===== config.mk =====
export PLATFORM = sky130hd
export DESIGN_NAME = bin_tape_loader
export DESIGN_NICKNAME = d
export VERILOG_FILES = /design/src/rtl/bin_loader_pkg.sv /design/src/rtl/bin_frame_classify.sv /design/src/rtl/bin_tape_loader.sv
export SDC_FILE = /design/constraint.sdc
export NUM_CORES = 1
export LEC_CHECK = 0
export CAP_MARGIN = 10
export CORE_ASPECT_RATIO = 0.6
export CORE_MARGIN = 2
export CORE_UTILIZATION = 50
export DETAILED_ROUTE_END_ITERATION = 8
export GPL_ROUTABILITY_DRIVEN = 0
export PLACE_DENSITY = 0.69
export SYNTH_ARGS = -nofsm -noshare
export SYNTH_HDL_FRONTEND = slang
export SYNTH_SLANG_ARGS = --single-unit

===== constraint.sdc =====
create_clock -name clk -period 5.1 [get_ports clk]
set_input_delay 1.02 -clock clk [delete_from_list [all_inputs] [get_ports clk]]
set_output_delay 1.02 -clock clk [all_outputs]
set_load 0.03 [all_outputs]

===== src/rtl/bin_loader_pkg.sv =====
// Shared frame codes, masks and enums for the PDP-8 BIN paper-tape loader.
package bin_loader_pkg;
   localparam logic [7:0] LEADER     = 8'o200;
   localparam logic [7:0] RUBOUT     = 8'o377;
   localparam logic [7:0] FIELD_MASK = 8'o307;
   localparam logic [7:0] FIELD_CODE = 8'o300;
   localparam logic [7:0] ORG_MASK   = 8'o300;
   localparam logic [7:0] ORG_CODE   = 8'o100;
   localparam logic [7:0] DATA_CODE  = 8'o000;

   typedef enum logic [2:0] {ST_IDLE, ST_LEADER, ST_HI, ST_LO, ST_DONE} state_e;
   typedef enum logic [2:0] {CL_LEAD, CL_RUB, CL_FIELD, CL_ORG_HI, CL_DATA, CL_BAD} frame_cls_e;
endpackage


===== src/rtl/bin_frame_classify.sv =====
// Combinational BIN frame decoder; field value is only decoded when BIN_FIELD_EN is defined.
module bin_frame_classify
   import bin_loader_pkg::*;
(
   input  logic [0:7]  rx_data,
   output frame_cls_e  o_cls,
   output logic [0:2]  o_field
);
   always_comb begin
      o_cls = CL_BAD;
      if (rx_data == RUBOUT)                          o_cls = CL_RUB;
      else if (rx_data == LEADER)                     o_cls = CL_LEAD;
      else if ((rx_data & FIELD_MASK) == FIELD_CODE)  o_cls = CL_FIELD;
      else if ((rx_data & ORG_MASK) == ORG_CODE)      o_cls = CL_ORG_HI;
      else if ((rx_data & ORG_MASK) == DATA_CODE)     o_cls = CL_DATA;
   end

`ifdef BIN_FIELD_EN
   assign o_field = rx_data[2:4];
`else
   assign o_field = 3'b000;
`endif
endmodule


===== src/rtl/bin_tape_loader.sv =====
// PDP-8 BIN tape loader: leader detect, word assembly, one-word lookahead, checksum.
// Define BIN_FIELD_EN to let field frames drive mem_field.
module bin_tape_loader
   import bin_loader_pkg::*;
#(
   parameter int LEADER_MIN = 8,
   parameter int ADDR_W     = 12
) (
   input  logic              clk,
   input  logic              reset,
   input  logic [0:7]        rx_data,
   input  logic              rx_valid,
   output logic              rx_ready,
   output logic [0:ADDR_W-1] mem_addr,
   output logic [0:11]       mem_data,
   output logic [0:2]        mem_field,
   output logic              mem_we,
   output logic              busy,
   output logic              done,
   output logic              cksum_ok,
   output logic              cksum_err,
   output logic              fmt_err
);
   localparam int CNT_W = $clog2(LEADER_MIN + 1);

   frame_cls_e w_cls;
   logic [0:2] w_fld;
   logic       w_acc;
   logic       w_hi_frame;

   state_e            r_state;
   logic [CNT_W-1:0]  r_lcnt;
   logic              r_ign;
   logic [0:7]        r_hi;
   logic              r_pend_vld;
   logic              r_pend_org;
   logic [0:7]        r_pend_hi;
   logic [0:7]        r_pend_lo;
   logic [0:11]       r_pend_val;
   logic [0:ADDR_W-1] r_addr;
   logic [0:11]       r_sum;
   logic              r_rdy;
   logic [0:ADDR_W-1] r_mem_addr;
   logic [0:11]       r_mem_data;
   logic              r_we, r_busy, r_done, r_ok, r_err, r_fmt;
`ifdef BIN_FIELD_EN
   logic [0:2]        r_field;
`endif

   bin_frame_classify u_cls (
      .rx_data (rx_data),
      .o_cls   (w_cls),
      .o_field (w_fld)
   );

   assign w_acc      = rx_valid & r_rdy;
   assign w_hi_frame = (w_cls == CL_ORG_HI) || (w_cls == CL_DATA);

   always_ff @(posedge clk or posedge reset) begin
      if (reset) begin
         r_state    <= ST_IDLE;
         r_lcnt     <= '0;
         r_ign      <= 1'b0;
         r_hi       <= '0;
         r_pend_vld <= 1'b0;
         r_pend_org <= 1'b0;
         r_pend_hi  <= '0;
         r_pend_lo  <= '0;
         r_pend_val <= '0;
         r_addr     <= '0;
         r_sum      <= '0;
         r_rdy      <= 1'b0;
         r_mem_addr <= '0;
         r_mem_data <= '0;
         r_we       <= 1'b0;
         r_busy     <= 1'b0;
         r_done     <= 1'b0;
         r_ok       <= 1'b0;
         r_err      <= 1'b0;
         r_fmt      <= 1'b0;
`ifdef BIN_FIELD_EN
         r_field    <= '0;
`endif
      end else begin
         r_we   <= 1'b0;
         r_done <= 1'b0;
         r_rdy  <= 1'b1;
         if (r_state == ST_DONE) begin
            r_state <= ST_IDLE;
            r_lcnt  <= '0;
         end else if (w_acc) begin
            if (w_cls == CL_RUB) begin
               r_ign <= ~r_ign;
            end else if (!r_ign) begin
`ifdef BIN_FIELD_EN
               if (w_cls == CL_FIELD) r_field <= w_fld;
`endif
               if (w_cls == CL_BAD) r_fmt <= 1'b1;
               case (r_state)
                  ST_IDLE: begin
                     if (w_cls != CL_LEAD) begin
                        r_lcnt <= '0;
                     end else if (r_lcnt == CNT_W'(LEADER_MIN - 1)) begin
                        r_state    <= ST_LEADER;
                        r_lcnt     <= '0;
                        r_busy     <= 1'b1;
                        r_ok       <= 1'b0;
                        r_err      <= 1'b0;
                        r_fmt      <= 1'b0;
                        r_sum      <= '0;
                        r_pend_vld <= 1'b0;
                     end else begin
                        r_lcnt <= r_lcnt + CNT_W'(1);
                     end
                  end
                  ST_LEADER, ST_HI: begin
                     if (w_hi_frame) begin
                        r_hi    <= rx_data;
                        r_state <= ST_LO;
                     end else if (w_cls == CL_LEAD && r_state == ST_HI) begin
                        // Trailer: the held-back word is the checksum and is never written.
                        r_state    <= ST_DONE;
                        r_busy     <= 1'b0;
                        r_done     <= 1'b1;
                        r_rdy      <= 1'b0;
                        r_pend_vld <= 1'b0;
                        if (r_pend_vld && !r_pend_org) begin
                           if (r_pend_val == r_sum) r_ok  <= 1'b1;
                           else                     r_err <= 1'b1;
                        end else begin
                           r_fmt <= 1'b1;
                        end
                     end
                  end
                  ST_LO: begin
                     if (w_cls == CL_DATA) begin
                        if (r_pend_vld) begin
                           r_sum <= r_sum + {4'b0000, r_pend_hi} + {4'b0000, r_pend_lo};
                           if (r_pend_org) begin
                              r_addr <= r_pend_val;
                           end else begin
                              r_we       <= 1'b1;
                              r_mem_addr <= r_addr;
                              r_mem_data <= r_pend_val;
                              r_addr     <= r_addr + ADDR_W'(1);
                           end
                        end
                        r_pend_vld <= 1'b1;
                        r_pend_org <= r_hi[1];
                        r_pend_hi  <= r_hi;
                        r_pend_lo  <= rx_data;
                        r_pend_val <= {r_hi[2:7], rx_data[2:7]};
                        r_state    <= ST_HI;
                     end else if (w_cls == CL_LEAD || w_cls == CL_ORG_HI) begin
                        r_fmt   <= 1'b1;
                        r_busy  <= 1'b0;
                        r_lcnt  <= '0;
                        r_state <= ST_IDLE;
                     end
                  end
                  default: r_state <= ST_IDLE;
               endcase
            end
         end
      end
   end

   assign rx_ready  = r_rdy;
   assign mem_addr  = r_mem_addr;
   assign mem_data  = r_mem_data;
   assign mem_we    = r_we;
   assign busy      = r_busy;
   assign done      = r_done;
   assign cksum_ok  = r_ok;
   assign cksum_err = r_err;
   assign fmt_err   = r_fmt;
`ifdef BIN_FIELD_EN
   assign mem_field = r_field;
`else
   assign mem_field = w_fld;
`endif
endmodule


==> summary.md, run 1 <==
After floorplanning, the core was sized to cover 9160 um^2. The slowest stage cell on the critical path was sky130_fd_sc_hd__clkdlybuf4s50_1. For this run, the register share of the synthesized area comes to 46.8%. Detailed routing placed a total of 4260 um of wire on met2. In this design, the stage delay of the slowest critical-path cell is 0.65 ns. After layout, the design draws a total of 1.49 mW.

The count of buffering cells on the critical path with inverters included is 1, and the number of nets in the layout is 486. The logs give 3293 for the via count of the first global-routing pass and 4710 um^2 for the summed instance area of the synthesized netlist. The average instance in the mapped netlist occupies 11.3 um^2.

The largest total area in the synthesized netlist belongs to sky130_fd_sc_hd__dfrtp_1. The tools report the total setup buffers inserted after CTS as 0. The tree built by TritonCTS fans out to 88 sinks. The initial utilization of the core area, before any placement, comes to 51.4%.

Yosys mapped a number of flops with a built-in enable equal to 0. The floorplan has 27 rows. The antenna violation net count after detailed routing was 0.

The run gives 0 as the count of max-cap constraint violations. The logs give 0 for the number of antenna violations at the first check in global routing and 0 ns for the accumulated negative setup slack. The final setup violation count is 0. The floorplan step set the die height to 79.2 um. The data required time of the critical path was 5.36 ns. The number of vias per cell is 5.82. Power spread over the standard cell area amounts to 268 nW/um^2. The run gives 46.4% as the worst slew margin relative to its limit. The maximum net fanout on the critical path works out to 14. The signal on the critical path passes through clkdlybuf4s50_1, and4_4, a21boi_0, nand3_1, a2111oi_2, mux2i_1. The number of max-slew violations in the final report is 0.

The final number of hold-violating endpoints was 0; the width of the chip was 129 um. The routed design has 10800 um of wire. The synthesis-to-finish area growth was 17.8%; the clock skew after layout was 0.00549 ns. STA puts the critical path data arrival time at 3.88 ns. The remaining global-route overflow is 0.

The H-tree generated during clock tree synthesis spans 3 levels. Detailed placement finished with a half-perimeter wire length of 7580 um. The share of post-route cells with drive strength above 1 came out at 16.7%.

The area fraction of the dominant cell type after synthesis came out at 46.8%. The transition at the pin with the smallest max-transition slack was 0.803 ns. The worst path uses 71.0% of the clock period. The library cell used most frequently in the layout, excluding fill and tap cells, is sky130_fd_sc_hd__dfrtp_1.

The top-level I/O count is 45. TritonCTS built the clock tree. The logs give 9 for the number of CTS-inserted buffers and 0.177 mV for the worst IR drop on VDD. The first global-routing pass estimated 17600 um of wire. Clock root buffer: sky130_fd_sc_hd__clkbuf_16. Routed signal wires occupy layers up through met4. For this run, design rule violations remaining after detail routing come to 0. The tools report the warning count from the yosys run as 0.

The logs give 2.14 ns for the slack of the worst reg-to-reg path and 0 for the number of antenna repair diodes. Counting flops with an async set or reset pin after synthesis yields a share of 100%. The count of buffers from port buffering is 41, and the leakage power total is 2.67 nW. The clock period could shrink to 3.62 ns.

The longest clock path from root to sink contains 2 buffers. The die footprint was 10200 um^2. The met1 layer wirelength in the final routing is 5690 um. Counting distinct cell types in the post-synthesis netlist gives 70.

The family with the most delay on the worst path is compound AO/OA/AOI/OAI gates. The min-delay analysis places its worst path in the category reg2reg. After filler insertion, the fill cell instance count of the layout stands at 744.

After synthesis the netlist holds a flip-flop and latch count of 88. Derived from the worst setup path, the maximum achievable clock frequency is 276 MHz. For the number of iterations in the first detailed-routing pass, the log shows 5. Setup repair after global routing left no endpoint under its margin.

The tools report the endpoint kind of the worst setup timing path as a register. The cell count after synthesis came out at 418. The worst setup path is of the in2reg kind.

The number of hold buffers added after cts is 0. Global routing used 22.7% of the available tracks across all layers. The worst setup path is launched from a primary input. The flow ran to the end, and the final reports show no timing, DRC or antenna violations. The clock reaches the later pin of the worst-skew pair after 0.34 ns. The detailed-route wire length per cell is 18.3 um.

In the post-synthesis netlist, the biggest area contributors are sky130_fd_sc_hd__dfrtp_1 (47%), sky130_fd_sc_hd__mux2_2 (9.3%), sky130_fd_sc_hd__fa_1 (3.8%), sky130_fd_sc_hd__xor2_1 (3.0%), sky130_fd_sc_hd__ha_1 (2.7%). The pin count of the biggest net entering global routing was 46; the number of gates resized after cts was 0. Detailed routing inserted a total of 3437 vias. The first routing iteration left 290 violations.

Clock slew at the register clock pins of the worst setup and hold paths: 0.07 ns. Among all flip-flop cells after synthesis, the most frequent one is sky130_fd_sc_hd__dfrtp_1. After detailed routing, the met3 layer carries 813 um of wire. Leaving out fill and tap cells, the most frequent cells in the layout are sky130_fd_sc_hd__dfrtp_1 (88), sky130_fd_sc_hd__clkdlybuf4s50_1 (41), sky130_fd_sc_hd__mux2_2 (39).
## path summary, 6_finish.rpt
check,start,cells after the start,endpoint
max in group asynchronous,reset,3,r_pend_hi[3]
worst max register to register,r_pend_hi[6],9,r_sum[0]
min in group asynchronous,reset,2,r_sum[6]
worst min-delay path,r_hi[4],2,r_hi[4]
worst min register to register,r_hi[4],2,r_hi[4]
worst max-delay path,rx_data[0],6,r_sum[0]
## synth_stat cells (3+ instances only)
cell	n
sky130_fd_sc_hd__nor2_1	18
sky130_fd_sc_hd__or3_1	4
sky130_fd_sc_hd__nor4_1	4
sky130_fd_sc_hd__fa_1	9
sky130_fd_sc_hd__mux2_4	6
sky130_fd_sc_hd__mux2i_1	6
sky130_fd_sc_hd__inv_1	11
sky130_fd_sc_hd__o21a_1	3
sky130_fd_sc_hd__nand2_1	31
sky130_fd_sc_hd__or4_1	3
sky130_fd_sc_hd__a211oi_1	4
sky130_fd_sc_hd__nand4_1	7
sky130_fd_sc_hd__and2_1	4
sky130_fd_sc_hd__buf_4	4
sky130_fd_sc_hd__nor2b_1	4
sky130_fd_sc_hd__buf_2	5
sky130_fd_sc_hd__nor3_1	4
sky130_fd_sc_hd__nand3_1	11
sky130_fd_sc_hd__a31oi_1	5
sky130_fd_sc_hd__dfrtp_1	88
sky130_fd_sc_hd__o21ai_0	19
sky130_fd_sc_hd__nand2b_1	6
sky130_fd_sc_hd__xor2_1	16
sky130_fd_sc_hd__a21oi_1	23
sky130_fd_sc_hd__mux2_2	39
sky130_fd_sc_hd__o31ai_1	7
sky130_fd_sc_hd__o31a_1	3
sky130_fd_sc_hd__ha_1	10
sky130_fd_sc_hd__a21o_1	6
sky130_fd_sc_hd__o22ai_1	3
sky130_fd_sc_hd__clkbuf_1	9
sky130_fd_sc_hd__a22o_1	4
## stage by stage
step / setup slack (ns) / utilization, % / cells / hold WS [ns] / area, um^2
finish: 1.48 / 60.6 / 591 / 0.488 / 5550
global route: 1.27 / 60.6 / 591 / 0.511 / 5550
CTS: 1.55 / 60.6 / 591 / 0.490 / 5550
detailed placement: 1.21 / 56.9 / 575 / 0.475 / 5210
global placement: 1.30 / 56.9 / 575 / 0.463 / 5210
floorplan: 1.80 / - / 420 / 0.437 / 4710
## routing by layer
| layer | up-vias | GRT usage (%) |
|---|---|---|
| li1 | 1612 | - |
| met1 | 1697 | 35.9 |
| met2 | 118 | 29.6 |
| met3 | 10 | 7.48 |
| met4 | 0 | 5.33 |
| met5 | - | 0 |
## power by group
group	internal (mW)	switching, mW
clock	0.441	0.301
sequential	0.698	0.00103
combinational	0.0140	0.0327
## area by class of cell
class,instances,area (um^2),share of cell area (%)
clock inverter,7,109,1.96
sequential,88,2200,39.7
clock buffer,9,225,4.06
timing repair buffer,44,433,7.81
inverter,11,42.5,0.767
multi-input combinational,302,2370,42.8
tap,130,163,2.93
## flip-flops by register name (all words and copies together) (netlist names)
name	flops
mem_addr	12
mem_data	12
r_addr	12
r_sum	12
r_hi	8
r_pend_hi	8
r_pend_lo	8
r_lcnt	4
r_state	3
busy	1
cksum_err	1
cksum_ok	1
done	1
fmt_err	1
mem_we	1
r_ign	1
r_pend_vld	1
rx_ready	1
## worst register-to-register path, cell delays in order, from the launching register on
cell,delay [ns]
sky130_fd_sc_hd__dfrtp_1,0.49
sky130_fd_sc_hd__fa_1,0.58
sky130_fd_sc_hd__ha_1,0.17
sky130_fd_sc_hd__inv_1,0.05
sky130_fd_sc_hd__fa_1,0.39
sky130_fd_sc_hd__nor2b_1,0.23
sky130_fd_sc_hd__o31a_1,0.21
sky130_fd_sc_hd__o31ai_1,0.14
sky130_fd_sc_hd__a2111oi_2,0.37
sky130_fd_sc_hd__mux2i_1,0.25
## kinds of logic (layout without fill, tap and decap cells)
group	count (synthesis)	after routing	share of synthesized area, %
simple gates	109	109	12.7
compound gates	104	104	15.5
flops	88	88	46.8
mux	51	51	12.5
buf+inv	30	71	3.00
fa+ha+maj	19	19	6.49
xor+xnor	16	16	2.98
other cells	1	3	0.0797
(Power assumes the default switching activity.)
==> run 2: changes to the inputs <==
--- a/config.mk
+++ b/config.mk
@@ -11,7 +11,7 @@
 export CORE_UTILIZATION = 50
 export DETAILED_ROUTE_END_ITERATION = 8
 export GPL_ROUTABILITY_DRIVEN = 0
-export PLACE_DENSITY = 0.69
+export PLACE_DENSITY = 0.72
 export SYNTH_ARGS = -nofsm -noshare
 export SYNTH_HDL_FRONTEND = slang
 export SYNTH_SLANG_ARGS = --single-unit
==> constraint.sdc (replaced) <==
create_clock -name clk -period 3.07 [get_ports clk]
set_input_delay 0.614 -clock clk [delete_from_list [all_inputs] [get_ports clk]]
set_output_delay 0.614 -clock clk [all_outputs]
set_load 0.03 [all_outputs]
==> run 2 against run 1 <==
Die area is the same. Non-clock buffer count grew 23. First-iteration DRC count up 4.5%. Critical path type is now reg2reg. Global-route usage is 1.5 points higher. Clock skew is 0.0035 ns higher. Clock-buffer cell count is 4 higher. Sequential power increased by 66%. Flip-flop and latch count stayed put.
==> summary.md, run 2 (same netlist as run 1, synthesis figures left out) <==
The DRC marker count from the first detailed-route iteration is 303 (+4.5%), and the transition at the pin with the smallest max-transition slack is 0.712 ns (-0.0909 ns). The final number of hold-violating endpoints came out at 0 (unchanged). met1 is the most crowded layer. The accumulated negative setup slack was 0 ns (unchanged); the number of iterations in the first detailed-routing pass was 7 (+2).

The all-layer global routing usage is 24.2% (+1.5 points). Clock root buffer: sky130_fd_sc_hd__clkbuf_16. The library cells used most frequently in the layout, excluding fill and tap cells, are sky130_fd_sc_hd__dfrtp_1 (88), sky130_fd_sc_hd__clkdlybuf4s50_1 (41), sky130_fd_sc_hd__mux2_2 (39).

The met2 demand-to-capacity share in global routing came out at 31.2% (+1.6 points). The remaining global-route overflow was 0 (unchanged). TritonCTS built the clock tree. The synthesis-to-finish area growth was 20.9%. Setup repair after global routing left no endpoint under its margin.

The logs give 0 (unchanged) for the number of gates resized after cts and 9 (unchanged) for the number of CTS-inserted buffers. The smallest clock period supported by the final layout is computed as 2.82 ns. The TritonCTS sink count is 88 (unchanged). The worst IR drop on VDD was 0.356 mV (+100%); the starting utilization of the core area was 51.4% (unchanged).

The worst setup path is captured at a register. The met3 demand-to-capacity share in global routing came out at 8.96% (+1.5 points). The total setup buffers inserted after CTS was 0 (unchanged); the share of post-route cells with drive strength above 1 was 20.2% (+3.5 points). For the leakage power total, the log shows 2.76 nW (+3.5%).

The width of the chip works out to 129 um (unchanged). The library cell used most frequently in the layout, excluding fill and tap cells, is sky130_fd_sc_hd__dfrtp_1. For the worst slew margin relative to its limit, the log shows 52.5% (+6.1 points). The run gives 3.09 ns (-0.79 ns) as the worst path arrival time.

The global routing usage on met1 was 37.5% (+1.7 points). The total number of H-tree levels was 3 (unchanged); the pin count of the biggest net entering global routing was 40 (-13%). The tools report the number of hold buffers added after cts as 0 (unchanged). The number of antenna repair diodes was 0 (unchanged).

The run gives 2200 um^2 (unchanged) as the sequential cell area. The total number of vias was 3668 (+6.7%). The post-DP HPWL came out at 8450 um (+11%). The min-delay analysis places its worst path in the category reg2reg. After layout, the worst path uses 92.0% of the clock period.

The run gives 0 (unchanged) as the count of max-cap constraint violations. The run gives 737 (-0.94%) as the number of inserted filler cells in the final layout. The clock latency at the later pin of the worst-skew pair is 0.35 ns (about the same), and the power density over cell area is 405 nW/um^2 (+51%). The run gives 0 (unchanged) as the final setup violation count. The run gives 18500 um (+5.1%) as the first-pass GRT wire length.

The die extent in y is 79.2 um (unchanged), and the top-level I/O count is 45 (unchanged). The number of vias per cell is 5.97 (+2.7%), and the antenna violation net count after detailed routing is 0 (unchanged). Number of antenna violations at the first check in global routing: 0 (unchanged). The flow ran to the end, and the final reports show no timing, DRC or antenna violations. For the number of buffers on the longest clock path, the log shows 2 (unchanged). Maximum net fanout on the critical path: 3 (-11).

The run gives 10200 um^2 (unchanged) as the die footprint. The final routed DRC violation total came out at 0 (unchanged). The startpoint type of the worst setup path was a register.

The logs give 11400 um (+5.3%) for the total wirelength of the detailed-routed design and 0.00898 ns (+0.00349 ns) for the clock skew after layout. The count of buffers from port buffering was 41 (unchanged). The area taken by multi-input logic gates is 2370 um^2 (unchanged), and the detailed-route wire length per cell is 18.6 um (+1.3%). The number of nets in the layout came out at 509 (+4.7%). The clock slew at the register clock pins of the worst setup and hold paths is 0.06 ns (about the same), and the core box area is 9160 um^2 (unchanged). The tools report the placement row count as 27 (unchanged). The number of max-slew violations in the final report came out at 0 (unchanged).

Kind of critical path: reg2reg. Final non-filler cell total: 614 (+3.9%). The logs give 3506 (+6.5%) for the via count of the first global-routing pass and 3.34 ns (-2.02 ns) for the data required time of the critical path. The peak clock frequency supported by timing came out at 354 MHz. The count of placed standard cells including taps was 598 (+4.0%).
==> run 2: cell type report <==
type	instances	share of cell area, %
Timing Repair Buffer	67	11.1
Tap cell	130	2.86
Multi-Input combinational cell	302	41.6
Inverter	11	0.747
Clock buffer	13	4.57
Sequential cell	88	38.7
Clock inverter	3	0.418
==> run 2: path summary, 6_finish.rpt <==
check	startpoint	end	slack (ns)	depth (start not counted)
setup / recovery	r_pend_hi[6]	r_sum[0]	0.25	9
hold / removal	r_lcnt[3]	r_lcnt[3]	0.48	1
setup reg to reg	r_pend_hi[6]	r_sum[0]	0.25	9
hold reg to reg	r_lcnt[3]	r_lcnt[3]	0.48	1
max in group asynchronous	reset	r_sum[0]	1.71	3
min in group asynchronous	reset	mem_addr[10]	0.69	2
==> run 2: metal layers <==
| metal | routed length (um) | part of all wire (%) | vias up |
|---|---|---|---|
| li1 | - | - | 1661 |
| met1 | 5670 | 50 | 1790 |
| met2 | 4420 | 39 | 184 |
| met3 | 1100 | 9.6 | 33 |
| met4 | 227 | 2.0 | 0 |
| met5 | 0 | 0 | - |
==> run 2: worst max-delay path, stage by stage (launching register included) <==
cell                        delay, ns
sky130_fd_sc_hd__dfrtp_1         0.42
sky130_fd_sc_hd__fa_1            0.56
sky130_fd_sc_hd__ha_1            0.21
sky130_fd_sc_hd__inv_1           0.07
sky130_fd_sc_hd__fa_1            0.38
sky130_fd_sc_hd__nor2b_1         0.17
sky130_fd_sc_hd__o31a_1          0.20
sky130_fd_sc_hd__o31ai_1         0.14
sky130_fd_sc_hd__a2111oi_2       0.36
sky130_fd_sc_hd__mux2i_1         0.22
==> run 2: stage by stage <==
| step | hold slack [ns] | instance area, um^2 | total power, mW | util, % | setup WS [ns] |
|---|---|---|---|---|---|
| floorplan | 0.437 | 4710 | 1.23 | - | 0.177 |
| global placement | 0.463 | 5410 | 1.27 | 59.1 | 0.193 |
| detailed placement | 0.468 | 5410 | 1.27 | 59.1 | 0.123 |
| CTS | 0.482 | 5690 | 2.32 | 62.2 | 0.255 |
| global route | 0.518 | 5690 | 2.38 | 62.2 | 0.0991 |
| finish | 0.483 | 5690 | 2.30 | 62.2 | 0.246 |
==> run 2: power breakdown <==
group          switching, mW  total (mW)  leakage [nW]  internal (mW)
sequential           0.00185        1.16          1.22           1.16
clock                  0.458        1.05         0.132          0.596
combinational         0.0583      0.0883          1.41         0.0300
==> run 3: changes to the inputs <==
--- a/config.mk
+++ b/config.mk
@@ -11,7 +11,9 @@
 export CORE_UTILIZATION = 50
 export DETAILED_ROUTE_END_ITERATION = 8
 export GPL_ROUTABILITY_DRIVEN = 0
+export HOLD_SLACK_MARGIN = 0.15
 export PLACE_DENSITY = 0.72
+export SETUP_SLACK_MARGIN = 0.2
 export SYNTH_ARGS = -nofsm -noshare
 export SYNTH_HDL_FRONTEND = slang
 export SYNTH_SLANG_ARGS = --single-unit
==> run 3 against run 2 <==
Power rose by 6.6%. Clock skew fell by 0.0044 ns. Core utilization rose by 0.48 points. Non-clock buffer count fell by 2. Die area did not move. Flip-flop and latch count did not move. Critical path type unchanged. Largest cell class unchanged. Highest routed layer unchanged.
==> summary.md, run 3 (same netlist as run 1, synthesis figures left out) <==
The flow ran to the end, and the final reports show no timing, DRC or antenna violations. The total power of the final layout came out at 2.46 mW (+6.6%). Data required time of the critical path: 3.33 ns (about the same).

The worst path arrival time is 3.00 ns (-0.09 ns), and the total number of vias is 3601 (-1.8%). For the post-DP HPWL, the log shows 8240 um (-2.5%). The count of cell instances traversed by the critical path was 9 (unchanged); the worst IR drop on VDD was 0.276 mV (-22%). The tools report the first-pass GRT wire length as 18700 um (+0.75%). STA classifies the critical path startpoint as a register. The count of placed standard cells including taps is 595 (-0.50%). The number of antenna repair diodes was 0 (unchanged); the leakage power total was 2.77 nW (+0.33%).

The run gives 0 (unchanged) as the number of max-slew violations in the final report. The number of antenna violations at the first check in global routing came out at 0 (unchanged). For the number of nets in the layout, the log shows 507 (-0.39%). The clock skew after layout was 0.00455 ns (-0.00443 ns); the number of buffers on the longest clock path was 2 (unchanged). The width of the chip is 129 um (unchanged). The final setup violation count is 0 (unchanged), and the final non-filler cell area is 5740 um^2 (+0.77%).

Top-level I/O count: 45 (unchanged). The setup path with the least slack is of type reg2reg. Compared with the post-synthesis result, the final layout area differs by 21.9%. Power density over cell area: 428 nW/um^2 (+5.8%). The die footprint is 10200 um^2 (unchanged), and the count of buffers from port buffering is 41 (unchanged).

Origin of the worst setup path: r_sum[10]. The transition at the pin with the smallest max-transition slack works out to 0.526 ns (-0.186 ns). In this run the critical register-to-register path is captured at r_sum[0]. The core box area is 9160 um^2 (unchanged), and the count of buffering cells on the critical path with inverters included is 1 (unchanged).

The run gives 0 (unchanged) as the final number of hold-violating endpoints. The tree is rooted in a sky130_fd_sc_hd__clkbuf_16. The clock latency at the later pin of the worst-skew pair is 0.34 ns (about the same).

The total wirelength of the detailed-routed design came out at 11600 um (+1.4%). The slack of the worst reg-to-reg path is 0.34 ns (+0.09 ns). Portion of the clock cycle consumed by the worst path in the final layout: 89.1% (-2.9 points). For the worst slew margin relative to its limit, the log shows 64.7% (+12 points).

The remaining global-route overflow was 0 (unchanged); the die extent in y was 79.2 um (unchanged). The share of post-route cells with drive strength above 1 was 21.2% (+0.91 points). The logs give 0 ns (unchanged) for the accumulated negative setup slack and 612 (-0.33%) for the final non-filler cell total.

The reg-to-reg startpoint was r_sum[10]. For the pre-CTS worst setup slack, the log shows 0.181 ns (+0.0582 ns). The family with the most delay on the worst path is adder cells.

For the via count of the first global-routing pass, the log shows 3481 (-0.71%). The signal on the critical path passes through fa_1, ha_2, inv_1, fa_2, nor2b_2, o31a_1, o31ai_2, a2111oi_2, mux2i_1. The worst reg-to-reg path cell count is 9 (unchanged), and the number of iterations in the first detailed-routing pass is 5 (-2). The final routed DRC violation total is 0 (unchanged), and the all-layer global routing usage is 24.1% (-0.17 points). The detailed-route wire length per cell is 18.9 um (+1.8%). In this run the worst hold path is classified as reg2reg. The worst hold slack was 0.479 ns (-0.00381 ns); the clock slew at the register clock pins of the worst setup and hold paths was 0.07 ns (about the same). Count of max-cap constraint violations: 0 (unchanged). The DRC marker count from the first detailed-route iteration was 408 (+35%).

STA classifies the critical path endpoint as a register. The post-route minimum period is 2.73 ns (-0.0900 ns), and the antenna violation net count after detailed routing is 0 (unchanged). The number of vias per cell was 5.88 (-1.5%). The maximum cell stage delay along the critical path works out to 0.56 ns (about the same). The tools report the placement row count as 27 (unchanged). For the pin count of the biggest net entering global routing, the log shows 89 (+120%).

The run gives 0.336 ns (+0.0900 ns) as the final worst-path setup slack. Following the worst setup path forward leads to its endpoint at r_sum[0]. The slowest stage cell on the critical path is sky130_fd_sc_hd__fa_1. The run gives 9 (unchanged) as the number of CTS-inserted buffers.

The total number of H-tree levels is 3 (unchanged). The maximum net fanout on the critical path works out to 3 (unchanged). Starting utilization of the core area: 51.4% (unchanged). The run gives 743 (+0.81%) as the number of inserted filler cells in the final layout.

The post-detailed-placement cell area came out at 5390 um^2 (-0.37%). TritonCTS built the clock tree. Setup repair after global routing left no endpoint under its margin. For the peak clock frequency supported by timing, the log shows 366 MHz (+3.3%). The run gives 88 (unchanged) as the TritonCTS sink count. The most frequent standard cell in the layout excluding fill and tap cells was sky130_fd_sc_hd__dfrtp_1.

The library cells used most frequently in the layout, excluding fill and tap cells, are sky130_fd_sc_hd__dfrtp_1 (88), sky130_fd_sc_hd__clkdlybuf4s50_1 (41), sky130_fd_sc_hd__mux2_2 (39). Utilization after layout: 62.7% (+0.48 points).
==> run 3: worst min-delay path by stage <==
stage | start | endpoint | slack [ns] | depth (start not counted)
6_report | r_lcnt[3] | r_lcnt[3] | 0.48 | 1
5_1_grt | r_lcnt[3] | r_lcnt[3] | 0.51 | 1
4_1_cts | r_lcnt[3] | r_lcnt[3] | 0.48 | 1
3_5_place_dp | r_lcnt[3] | r_lcnt[3] | 0.46 | 1
3_3_place_gp | r_lcnt[3] | r_lcnt[3] | 0.47 | 1
2_1_floorplan | r_lcnt[3] | r_lcnt[3] | 0.44 | 1
==> run 3: worst register-to-register path: cells and delay by family (launching register included) <==
kind / cells / cell delay [ns]
buffers and inverters: 1 / 0.06
multiplexers: 1 / 0.22
AND/OR/NAND/NOR: 1 / 0.15
flip-flops: 1 / 0.42
adder cells (fa/ha/maj): 3 / 1.10
AO/OA/AOI/OAI: 3 / 0.71
==> run 3: repair_timing <==
action,CTS,global route
buffers inserted,0,1
gates resized for setup,0,4
hold buffers,0,0
endpoints found under the setup margin,0,2
==> run 3: report_power, final <==
group / total (mW) / internal, mW / switching [mW]
sequential: 1.16 / 1.16 / 0.00178
combinational: 0.0863 / 0.0290 / 0.0573
clock: 1.21 / 0.725 / 0.484
==> run 3: final cells by class <==
cell class | count | area (um^2) | share of cell area [%]
multi-input cells | 302 | 2380 | 41.5
flip-flops and latches | 88 | 2200 | 38.4
repair buffers | 65 | 616 | 10.7
clock buffers | 9 | 225 | 3.93
well taps | 130 | 163 | 2.84
clock inverters | 7 | 103 | 1.79
inverters | 11 | 45.0 | 0.785
==> run 3: metal layers <==
metal	vias to the layer above	track usage (%)	part of all wire (%)
li1	1660	-	-
met1	1785	37.6	51
met2	135	31.2	40
met3	21	8.09	7.5
met4	0	6.63	1.4
met5	-	0	0
